[config.mk]
export PLATFORM = sky130hd
export DESIGN_NAME = accel_call_seq
export DESIGN_NICKNAME = d
export VERILOG_FILES = /design/src/rtl/accel_seq_pkg.sv /design/src/rtl/call_watchdog.sv /design/src/rtl/accel_call_seq.sv
export SDC_FILE = /design/constraint.sdc
export NUM_CORES = 1
export LEC_CHECK = 0
export ABC_CLOCK_PERIOD_IN_PS = 2840
export BUFFER_PORTS_ARGS = -buffer_cell sky130_fd_sc_hd__buf_2
export CORE_MARGIN = 2
export CORE_UTILIZATION = 40
export DETAILED_ROUTE_END_ITERATION = 6
export PLACE_DENSITY_LB_ADDON = 0.12
export RECOVER_POWER = 50
export SLEW_MARGIN = 10
export SYNTH_ARGS = -nofsm -noshare
export SYNTH_HDL_FRONTEND = slang
export SYNTH_SLANG_ARGS = --single-unit
[constraint.sdc]
create_clock -name clk -period 2.84 [get_ports clk]
set_input_delay 0.426 -clock clk [delete_from_list [all_inputs] [get_ports clk]]
set_output_delay 0.426 -clock clk [all_outputs]
set_load 0.02 [all_outputs]
[src/rtl/accel_seq_pkg.sv]
`default_nettype none
// ============================================================================
// Module      : accel_seq_pkg
// Description : Shared call-state encoding and default sizing for the
//               accelerator call sequencer.
// Revision    : 1.0 - initial release
// ============================================================================
package accel_seq_pkg;

   localparam int C_DEFAULT_DATA_W         = 32;
   localparam int C_DEFAULT_CNT_W          = 32;
   localparam int C_DEFAULT_TIMEOUT_CYCLES = 1024;
   localparam int STATE_W                  = 3;

   typedef enum logic [STATE_W-1:0] {
      IDLE  = 3'd0,
      START = 3'd1,
      RUN   = 3'd2,
      ABORT = 3'd3,
      RESP  = 3'd4
   } call_state_e;

endpackage
`default_nettype wire

[src/rtl/call_watchdog.sv]
`default_nettype none
// ============================================================================
// Module      : call_watchdog
// Description : Saturating RUN-cycle counter with expiry flag raised on the
//               cycle whose post-increment count reaches TIMEOUT_CYCLES.
// Revision    : 1.0 - initial release
// ============================================================================
module call_watchdog #(
   parameter int CNT_W          = 32,
   parameter int TIMEOUT_CYCLES = 1024
) (
   input  logic             clk,
   input  logic             reset,
   input  logic             i_clear,
   input  logic             i_enable,
   output logic [CNT_W-1:0] o_count_next,
   output logic             o_expire
);

   localparam logic [CNT_W-1:0] C_ONE   = CNT_W'(1);
   localparam logic [CNT_W:0]   C_ONE_X = (CNT_W+1)'(1);
   localparam logic [CNT_W:0]   C_LIMIT = (CNT_W+1)'(TIMEOUT_CYCLES);

   logic [CNT_W-1:0] r_count;
   logic             w_sat;

   assign w_sat        = &r_count;
   assign o_count_next = w_sat ? r_count : r_count + C_ONE;
   // Compare one bit wider so a limit of 2^CNT_W never aliases to zero
   assign o_expire     = i_enable && (({1'b0, r_count} + C_ONE_X) == C_LIMIT);

   always_ff @(posedge clk) begin
      if (reset) begin
         r_count <= '0;
      end else if (i_clear) begin
         r_count <= '0;
      end else if (i_enable && !w_sat) begin
         r_count <= r_count + C_ONE;
      end
   end

endmodule
`default_nettype wire

[src/rtl/accel_call_seq.sv]
`default_nettype none
// ============================================================================
// Module      : accel_call_seq
// Description : Issues one accelerator call per request, watches it with a
//               watchdog, and returns result, timeout flag and cycle count.
// Revision    : 1.0 - initial release
// ============================================================================
module accel_call_seq
   import accel_seq_pkg::*;
#(
   parameter int DATA_W         = C_DEFAULT_DATA_W,
   parameter int TIMEOUT_CYCLES = C_DEFAULT_TIMEOUT_CYCLES,
   parameter int CNT_W          = C_DEFAULT_CNT_W
) (
   input  logic              clk,
   input  logic              reset,
   input  logic              req_valid,
   output logic              req_ready,
   input  logic [DATA_W-1:0] req_arg,
   output logic              rsp_valid,
   input  logic              rsp_ready,
   output logic [DATA_W-1:0] rsp_data,
   output logic              rsp_timeout,
   output logic [CNT_W-1:0]  rsp_cycles,
   output logic              accel_start,
   input  logic              accel_ready,
   input  logic              accel_finish,
   input  logic [DATA_W-1:0] accel_return_val,
   output logic [DATA_W-1:0] accel_n,
   output logic              accel_reset,
   output logic              busy
);

   call_state_e       r_state;
   logic [DATA_W-1:0] r_accel_n;
   logic [DATA_W-1:0] r_rsp_data;
   logic              r_rsp_timeout;
   logic [CNT_W-1:0]  r_rsp_cycles;
   logic              r_abort_cnt;

   logic              w_start_accept;
   logic              w_in_run;
   logic [CNT_W-1:0]  w_cnt_next;
   logic              w_expire;

   assign w_start_accept = (r_state == START) && accel_ready;
   assign w_in_run       = (r_state == RUN);

   call_watchdog #(
      .CNT_W          (CNT_W),
      .TIMEOUT_CYCLES (TIMEOUT_CYCLES)
   ) u_watchdog (
      .clk          (clk),
      .reset        (reset),
      .i_clear      (w_start_accept),
      .i_enable     (w_in_run),
      .o_count_next (w_cnt_next),
      .o_expire     (w_expire)
   );

   always_ff @(posedge clk) begin
      if (reset) begin
         r_state       <= IDLE;
         r_accel_n     <= '0;
         r_rsp_data    <= '0;
         r_rsp_timeout <= 1'b0;
         r_rsp_cycles  <= '0;
         r_abort_cnt   <= 1'b0;
      end else begin
         case (r_state)
            IDLE: begin
               if (req_valid) begin
                  r_accel_n <= req_arg;
                  r_state   <= START;
               end
            end
            START: begin
               if (accel_ready) begin
                  r_state <= RUN;
               end
            end
            RUN: begin
               // A finish landing on the expiry cycle still counts as success
               if (accel_finish) begin
                  r_rsp_data    <= accel_return_val;
                  r_rsp_cycles  <= w_cnt_next;
                  r_rsp_timeout <= 1'b0;
                  r_state       <= RESP;
               end else if (w_expire) begin
                  r_rsp_data    <= '0;
                  r_rsp_cycles  <= w_cnt_next;
                  r_rsp_timeout <= 1'b1;
                  r_abort_cnt   <= 1'b0;
                  r_state       <= ABORT;
               end
            end
            ABORT: begin
               if (r_abort_cnt) begin
                  r_state <= RESP;
               end else begin
                  r_abort_cnt <= 1'b1;
               end
            end
            RESP: begin
               if (rsp_ready) begin
                  r_state <= IDLE;
               end
            end
            default: begin
               r_state <= IDLE;
            end
         endcase
      end
   end

   assign req_ready   = (r_state == IDLE);
   assign rsp_valid   = (r_state == RESP);
   assign rsp_data    = r_rsp_data;
   assign rsp_timeout = r_rsp_timeout;
   assign rsp_cycles  = r_rsp_cycles;
   assign accel_start = (r_state == START);
   assign accel_n     = r_accel_n;
   assign accel_reset = reset || (r_state == ABORT);
   assign busy        = (r_state != IDLE);

endmodule
`default_nettype wire
==> results_dict.tcl <==
set metrics [dict create \
    ir_drop_uv 438 \
    violations "negative setup slack" \
    syn_area_mm2 0.00622 \
    synth_cell_types 56 \
    cp.arrival_ps 3220 \
    ctsHoldBuffers 0 \
    die_area_mm2 0.0166 \
    stdcell_count 1188 \
    hold_class "input pin to flop" \
    final_layout_size_suffix_gt1_share_pct 34.7 \
    cts_max_level 4 \
    fin_tns_setup_ps -1420 \
    grt_pass1_wl_mm 31.3 \
    first_global_vias 6292 \
    drt_first_pass_iters 4 \
    core_area_mm2 0.0152 \
    globalRouteTotalUtil_pct 23.8 \
    post-dp-hpwl_mm 14.4 \
    synth_nets 808 \
    end_kind "flop" \
    via_count 6476 \
    wire_per_inst_um 16.7 \
    stdcell_area_mm2 0.00879 \
    clk_latency_ps 420 \
    clk_pin_slew_ps 60 \
    max_freq_mhz 343 \
    worstSetupStartpointType "flop" \
    place_worst_setup_slack_ps -435 \
    synth-seq-cells 133 \
    p_leak_uw 0.00366 \
    layout_setup_ws_ps -75.3 \
    globalplace.congestion 0.922 \
    grt-ovfl-total 0 \
    wl_mm 19.9 \
    synth_async_sr_flop_share_pct 0 \
    antenna_found_initial 0 \
    finalHoldViolCount 0 \
    setup.worst_path.class "flop to flop" \
    worst_pin_slew_ps 714 \
    syn2layout_area_growth_pct 41.4 \
    die_h_um 129 \
    n_antenna_cell 0 \
    clock-skew-final_ps 7.11 \
    period_needed_ps 2920 \
    setup_violations 44 \
    path_max_fanout 8 \
    slew_headroom_pct 52.2 \
    fin_util_pct 57.9 \
    rsz0062_at_grt "yes" \
    ant_nets 0 \
    synth-edff-count 0 \
    place_inst 1142 \
    power_density_mw_per_mm2 674 \
    synth_seq_area_share_pct 42.8 \
    drt_iter0_drc 416 \
    drv_slew 0 \
    tritoncts "yes" \
    port_buffers 171 \
    finalCritPeriodShare_pct 103 \
    clk_path_buf_depth 2 \
    ys_warn_count 0 \
    viasPerCell 5.45 \
    root_buffer "clkbuf_16" \
    rr_worst_depth 11 \
    holdPathStages 2 \
    drc 0 \
    syn_avg_cell_area_um2 8.44 \
    rows 45 \
    initial_core_util_pct 40.9 \
    fin_nets 1058 \
    cts_sinks 133 \
    grt_max_degree 48 \
    ys.flop_type "dfxtp_1" \
    cts_buffers 17 \
    die_w_um 129 \
    run_status "finished, violations left" \
    netlist_instances 737 \
    cp.required_ps 3150 \
    io-pin-count 172 \
    drv_cap 0 \
    place_area_mm2 0.00788 \
]
==> critical path: stages (launching register included) <==
cell and delay (ps):
dfxtp_2 320, nand4_1 210, buf_4 210, or4_4 490, nor3_4 200, o211ai_1 170, nor4_4 360, a31o_4 250
buf_6 110, a21oi_4 80, buf_16 180, a22o_1 200
==> sequential cells by signal (all words and copies together), names as in the netlist <==
signal and cells:
r_state 3, accel_n 32, rsp_timeout 1, r_abort_cnt 1
rsp_data 32, u_watchdog.r_count 32, rsp_cycles 32
==> area by class of cell <==
| type | instances | area [µm²] |
|---|---|---|
| Sequential cell | 133 | 2670 |
| Inverter | 14 | 52.6 |
| Multi-Input combinational cell | 520 | 3320 |
| Fill cell | 1384 | 6410 |
| Clock inverter | 14 | 224 |
| Clock buffer | 18 | 429 |
| Timing Repair Buffer | 301 | 1860 |
| Tap cell | 188 | 235 |
==> final timing paths <==
check	endpoint	from	slack, ps
max	rsp_data[23]$_SDFFE_PP0P_	u_watchdog.r_count[13]$_SDFFE_PP0P_	-80
min	rsp_data[15]$_SDFFE_PP0P_	accel_return_val[15]	220
max reg2reg	rsp_data[23]$_SDFFE_PP0P_	u_watchdog.r_count[13]$_SDFFE_PP0P_	-80
min reg2reg	accel_n[11]$_SDFFE_PP0P_	accel_n[11]$_SDFFE_PP0P_	460
==> synthesized netlist by cell type (2+ instances only) <==
| library cell | number | area [µm²] |
|---|---|---|
| inv_1 | 14 | 52.6 |
| a21oi_1 | 70 | 350 |
| nor4_2 | 4 | 50.1 |
| and4_1 | 5 | 43.8 |
| o31a_1 | 3 | 26.3 |
| or4_1 | 6 | 45.0 |
| nor3_1 | 27 | 135 |
| dfxtp_1 | 133 | 2660 |
| nand3_1 | 17 | 85.1 |
| clkbuf_1 | 43 | 161 |
| o211ai_1 | 3 | 22.5 |
| a22o_1 | 32 | 280 |
| a31o_2 | 4 | 35.0 |
| nor4_1 | 17 | 106 |
| and2_1 | 2 | 12.5 |
| nand4bb_1 | 2 | 22.5 |
| mux2i_1 | 5 | 50.1 |
| nor2_1 | 57 | 214 |
| buf_6 | 6 | 67.6 |
| a211oi_1 | 10 | 75.1 |
| o2111ai_1 | 2 | 17.5 |
| a2111oi_0 | 2 | 17.5 |
| xnor2_1 | 26 | 228 |
| buf_2 | 17 | 85.1 |
| xor2_1 | 26 | 228 |
| or3_1 | 12 | 75.1 |
| nand4_1 | 15 | 93.8 |
| o21ai_0 | 15 | 75.1 |
| nand3_2 | 3 | 30.0 |
| o31ai_1 | 4 | 30.0 |
| buf_4 | 4 | 30.0 |
| a311oi_1 | 19 | 166 |
| a31oi_1 | 5 | 31.3 |
| and3_1 | 11 | 68.8 |
| nand2_1 | 95 | 357 |
==> logic make-up after synthesis <==
group	after synthesis	share of synthesized area, %
xor gates and xnor gates	52	7.32
DFF	133	42.8
AOI/OAI and AO/OA	180	19.8
adders and majority gates	1	0.201
buffers and inverters	85	6.44
and+or+nand+nor	281	22.7
muxes	5	0.805
==> through the flow <==
stage               hold WS (ps)  power [µW]
finish                       217        5930
global route                 211        6190
CTS                          206        5970
detailed placement           445        3480
global placement             440        3450
floorplan                    461        3040
==> metal layers <==
| layer | vias up | share of wire [%] | track usage [%] |
|---|---|---|---|
| met1 | 3060 | 44 | 29.0 |
| met2 | 206 | 48 | 40.4 |
| met3 | 43 | 5.9 | 5.32 |
| met4 | 0 | 2.7 | 10.7 |
| li1 | 3167 | - | - |
| met5 | - | 0 | 0 |
==> power by group <==
group	switching (µW)	internal, µW
Combinational	887	460
Clock	860	1570
Sequential	98.0	2060
Total	1840	4080
==> layout by cell type, fill, tap and decap left out, drive strengths merged, types with 3 or more instances in the layout <==
cell type and count:
buf 275, dfxtp 133, nand2 95, a21oi 72
nor2 57, clkbuf 44, a22o 32, nor3 27
xor2 26, xnor2 26, nor4 21, nand3 20
a311oi 19, inv 17, nand4 16, o21ai 15
or3 12, and3 11, a211oi 10, or4 7
a31oi 5, and4 5, mux2i 5, bufinv 5
a31o 5, o31ai 4, o31a 3, o211ai 3
clkinvlp 3, and2 3, clkinv 3
==> repair_timing <==
action,in CTS,in global routing
cloned,2,0
resized for setup,29,7
pin swaps,6,10
setup buffers,10,2
setup endpoints to repair,67,67
(Power assumes the default switching activity.)
